--- src/rtl/cm0_dap_jt_cdc_req_sync.sv ---
// cm0_dap_jt_cdc_req_sync: destination-side receiver of a 4-phase req/ack crossing.
// Synchronises the masked request, captures quasi-static data and offers it via valid/ready.
module cm0_dap_jt_cdc_req_sync #(
    parameter int PRESENT     = 1,
    parameter int DW          = 32,
    parameter int SYNC_STAGES = 2
) (
    input  logic          clk,
    input  logic          reset,
    input  logic          reqin,
    input  logic [DW-1:0] datain,
    input  logic          ready,
    output logic          valid,
    output logic [DW-1:0] dataout,
    output logic          ackout,
    output logic          abort
);

    generate
        if (PRESENT == 0) begin : gAbsent
            logic unusedInputs;
            assign unusedInputs = ^{clk, reset, reqin, datain, ready};
            assign valid   = 1'b0;
            assign dataout = '0;
            assign ackout  = 1'b0;
            assign abort   = 1'b0;
        end else begin : gPresent
            typedef enum logic [1:0] {
                IDLE = 2'd0,
                PEND = 2'd1,
                ACK  = 2'd2
            } state_t;

            logic [SYNC_STAGES-1:0] syncReg;
            logic                   reqSync;
            state_t                 state, stateNext;
            logic                   validReg, validNext;
            logic                   ackReg, ackNext;
            logic                   abortReg, abortNext;
            logic [DW-1:0]          dataReg, dataNext;

            // Bare flop chain: reqin lands directly in stage 1 with no logic in front of it.
            always_ff @(posedge clk or posedge reset) begin
                if (reset) begin
                    syncReg <= '0;
                end else begin
                    syncReg <= {syncReg[SYNC_STAGES-2:0], reqin};
                end
            end

            assign reqSync = syncReg[SYNC_STAGES-1];

            always_ff @(posedge clk or posedge reset) begin
                if (reset) begin
                    state    <= IDLE;
                    validReg <= 1'b0;
                    ackReg   <= 1'b0;
                    abortReg <= 1'b0;
                    dataReg  <= '0;
                end else begin
                    state    <= stateNext;
                    validReg <= validNext;
                    ackReg   <= ackNext;
                    abortReg <= abortNext;
                    dataReg  <= dataNext;
                end
            end

            // Acceptance wins over withdrawal when both are seen in the same PEND cycle.
            always_comb begin
                stateNext = state;
                validNext = validReg;
                ackNext   = ackReg;
                abortNext = 1'b0;
                dataNext  = dataReg;
                case (state)
                    IDLE: begin
                        if (reqSync) begin
                            dataNext  = datain;
                            validNext = 1'b1;
                            stateNext = PEND;
                        end
                    end
                    PEND: begin
                        if (ready) begin
                            validNext = 1'b0;
                            ackNext   = 1'b1;
                            stateNext = ACK;
                        end else if (!reqSync) begin
                            validNext = 1'b0;
                            abortNext = 1'b1;
                            stateNext = IDLE;
                        end
                    end
                    ACK: begin
                        if (!reqSync) begin
                            ackNext   = 1'b0;
                            stateNext = IDLE;
                        end
                    end
                    default: begin
                        validNext = 1'b0;
                        ackNext   = 1'b0;
                        stateNext = IDLE;
                    end
                endcase
            end

            assign valid   = validReg;
            assign dataout = dataReg;
            assign ackout  = ackReg;
            assign abort   = abortReg;
        end
    endgenerate

endmodule

--- config.mk ---
export PLATFORM = sky130hd
export DESIGN_NAME = cm0_dap_jt_cdc_req_sync
export DESIGN_NICKNAME = d
export VERILOG_FILES = /design/src/rtl/cm0_dap_jt_cdc_req_sync.sv
export SDC_FILE = /design/constraint.sdc
export NUM_CORES = 1
export LEC_CHECK = 0
export ABC_AREA = 1
export BUFFER_PORTS_ARGS = -buffer_cell sky130_fd_sc_hd__buf_2
export CAP_MARGIN = 30
export CORE_MARGIN = 3
export CORE_UTILIZATION = 43
export CTS_BUF_LIST = sky130_fd_sc_hd__clkbuf_2
export CTS_CLUSTER_SIZE = 10
export DETAILED_ROUTE_END_ITERATION = 10
export HOLD_SLACK_MARGIN = 0.02
export PLACE_DENSITY = 0.81
export SYNTH_ARGS = -nofsm -noshare
export SYNTH_HDL_FRONTEND = slang
export SYNTH_SLANG_ARGS = --single-unit
--- constraint.sdc ---
create_clock -name clk -period 1.1 [get_ports clk]
set_clock_uncertainty 0.05 [all_clocks]
set_input_delay 0.22 -clock clk [delete_from_list [all_inputs] [get_ports clk]]
set_output_delay 0.22 -clock clk [all_outputs]
set_load 0.02 [all_outputs]
==> metrics.cfg <==
[drt]
drtIter0Drc = 110
firstDrtPassIters = 4
drc = 0
wirelength_mm = 5.533
vias = 1731
post_drt_wl_per_cell_um = 15.67
viasPerCell = 4.904
antenna_left = 0

[worst_setup_path]
r2r-start = gPresent.state[0]
slowest_stage = dfrtp_1
cp-startpoint = dataout[31]
cp_data_arrival_time_ns = 1.01
cp-end-kind = primary output
reg2reg_depth = 5
timing.rr.end = dataout[15]
crit_fanout = 2
path_delay_family = flip-flops
worstSetupStartpointType = flip-flop
path_depth = 1
crit_buf_inv = 1
r2r_setup_slack_ns = -0.12
critPathKind = reg2out
cp_data_required_time_ns = 0.83
critical_path.cell_chain = buf_6
slowest_delay_ns = 0.46

[global_route]
grt-ovfl-total = 0
grt_max_degree = 28
grt_pass1_vias = 1649
grt_pass1_wl_mm = 7.272
grt_util_all_layers = 0.2211
antenna_found_initial = 0

[placed_design]
gp_congestion = 0.7259
portBuffers = 70
dpl.cell_count = 283
hpwlAfterDp_mm = 2.424
post-place-ws_ns = -0.06488

[worst_hold_path]
whs_path_depth = 3
hold_start = datain[4]
hp-class = in2reg
min_to = dataout[4]

[clock_tree]
cts_buffers = 5
cts_tree = yes
htree_levels = 2
cts-root-buf = clkbuf_2
clk_pin_slew_worst_paths_ns = 0.17
cts.sinks = 39
clk_path_buf_depth = 2
worstSkewPairLatency_ns = 0.39

[pwr]
power_frac_comb = 0.578
switching_share = 0.4124
p_sw_uw = 3015
p_int_uw = 4296
pwr-share-clk = 0.080
peakVddDrop_uv = 1606
seqPwrFrac = 0.342
powerDensity_nw_per_um2 = 2462
p_leak_uw = 0.001560

[cells_and_area]
insertedDiodeCount = 0
layout-drive-gt1-share = 0.5049
syn_to_final_growth_pct = 89.69
multi_input_area_um2 = 686.9
seq_area_um2 = 977.2
layout_common_cells = dfrtp_1 (38), buf_6 (38), nand2_1 (37), buf_2 (35)
nets = 342
finalNonFillerCells = 353
fillers = 164

[yosys]
synth_seq_area_share = 0.6235
avgSynthCellArea_um2 = 9.262
yosysWarnings = 0
ys_types = 12
synth-seq-cells = 39
syn_nets = 205
synth_cells = 169
synth_area_um2 = 1565

[outcome]
violations = setup timing
status = finished, violations left

[timing]
tightest_slew_ns = 0.2996
tns_ns = -7.295
fin_crit_sh = 1.164
drv_slew = 0
grt_setup_unrepaired = true
hold_violations = 0
max_clock_freq_ghz = 0.7811
hold_slack_ns = 0.02337
finalSetupViolCount = 69
relSlewSlack = 0.8003
fin_ws_ns = -0.1803
fin_crit_ns = 1.280

[floorplanning]
die_h_um = 66.34
die-area_um2 = 4400
io_pins = 71
fp-row-count = 21
core-area_um2 = 3416
die_x_um = 66.34
start_util = 0.4582

[flow_run]
max_cap_viol_count = 0

[area by class of cell]
type,count,area share
Inverter,8,0.01138
Tap cell,46,0.01938
Clock inverter,2,0.002528
Sequential cell,39,0.3291
Multi-Input combinational cell,117,0.2314
Timing Repair Buffer,135,0.3961
Clock buffer,6,0.01011
[through the flow]
stage / cell area (µm²) / total power [µW] / util
global route: 2969 / 7733 / 0.8692
floorplan: 1569 / 3833 / -
finish: 2969 / 7311 / 0.8692
global placement: 1973 / 4577 / 0.5777
detailed placement: 1973 / 4635 / 0.5777
CTS: 2698 / 6453 / 0.7897
[how the worst max path moves through the flow]
| stage | to |
|---|---|
| floorplan | dataout[10] |
| detailed placement | dataout[15] |
| global route | dataout[31] |
| finish | dataout[31] |
| global placement | dataout[10] |
| CTS | dataout[12] |
[synth_stat cells]
library cell / n / share of area
dfrtp_1: 39 / 0.62
nand2_1: 72 / 0.17
buf_4: 3 / 0.014
inv_1: 8 / 0.019
o21bai_1: 1 / 0.0048
nor2_4: 1 / 0.0072
nand2_4: 1 / 0.0072
buf_6: 3 / 0.022
o21ai_0: 2 / 0.0064
nor2_1: 2 / 0.0048
buf_2: 4 / 0.013
nand3_1: 33 / 0.11
[power by group through the flow]
stage | Sequential [µW] | Clock (µW) | Combinational (µW)
after floorplan | 3000 | 0 | 833
after global placement | 2300 | 0 | 2280
after detailed placement | 2310 | 0 | 2320
after CTS | 2400 | 592 | 3460
after global routing | 2550 | 659 | 4520
final | 2500 | 585 | 4230
[cells by family (layout without fill, tap and decap cells)]
group | count (synthesis) | in the layout | share of synthesized area
and+or+nand+nor | 109 | 114 | 0.2974
DFF | 39 | 39 | 0.6235
buffers and inverters | 18 | 151 | 0.06794
AOI/OAI and AO/OA | 3 | 3 | 0.01119
[per-layer routing]
metal	vias to the layer above	part of all wire	global-route usage
met2	87	0.54	0.4040
met1	815	0.35	0.2404
met3	18	0.072	0.07483
met5	-	0	0
met4	0	0.034	0.06091
li1	811	-	-
[sequential cells by signal, summed over array words and instances, names as in the netlist]
signal            count
valid                 1
ackout                1
gPresent.syncReg      2
abort                 1
dataout              32
gPresent.state        2
[timing repair]
item	CTS	global route
hold buffers	31	1
endpoints found under the hold margin	69	1
setup endpoints to repair	70	70
pin swaps	1	2
gates cloned	1	4
setup buffers	17	9
gates resized for setup	76	48
(Power assumes the default switching activity.)
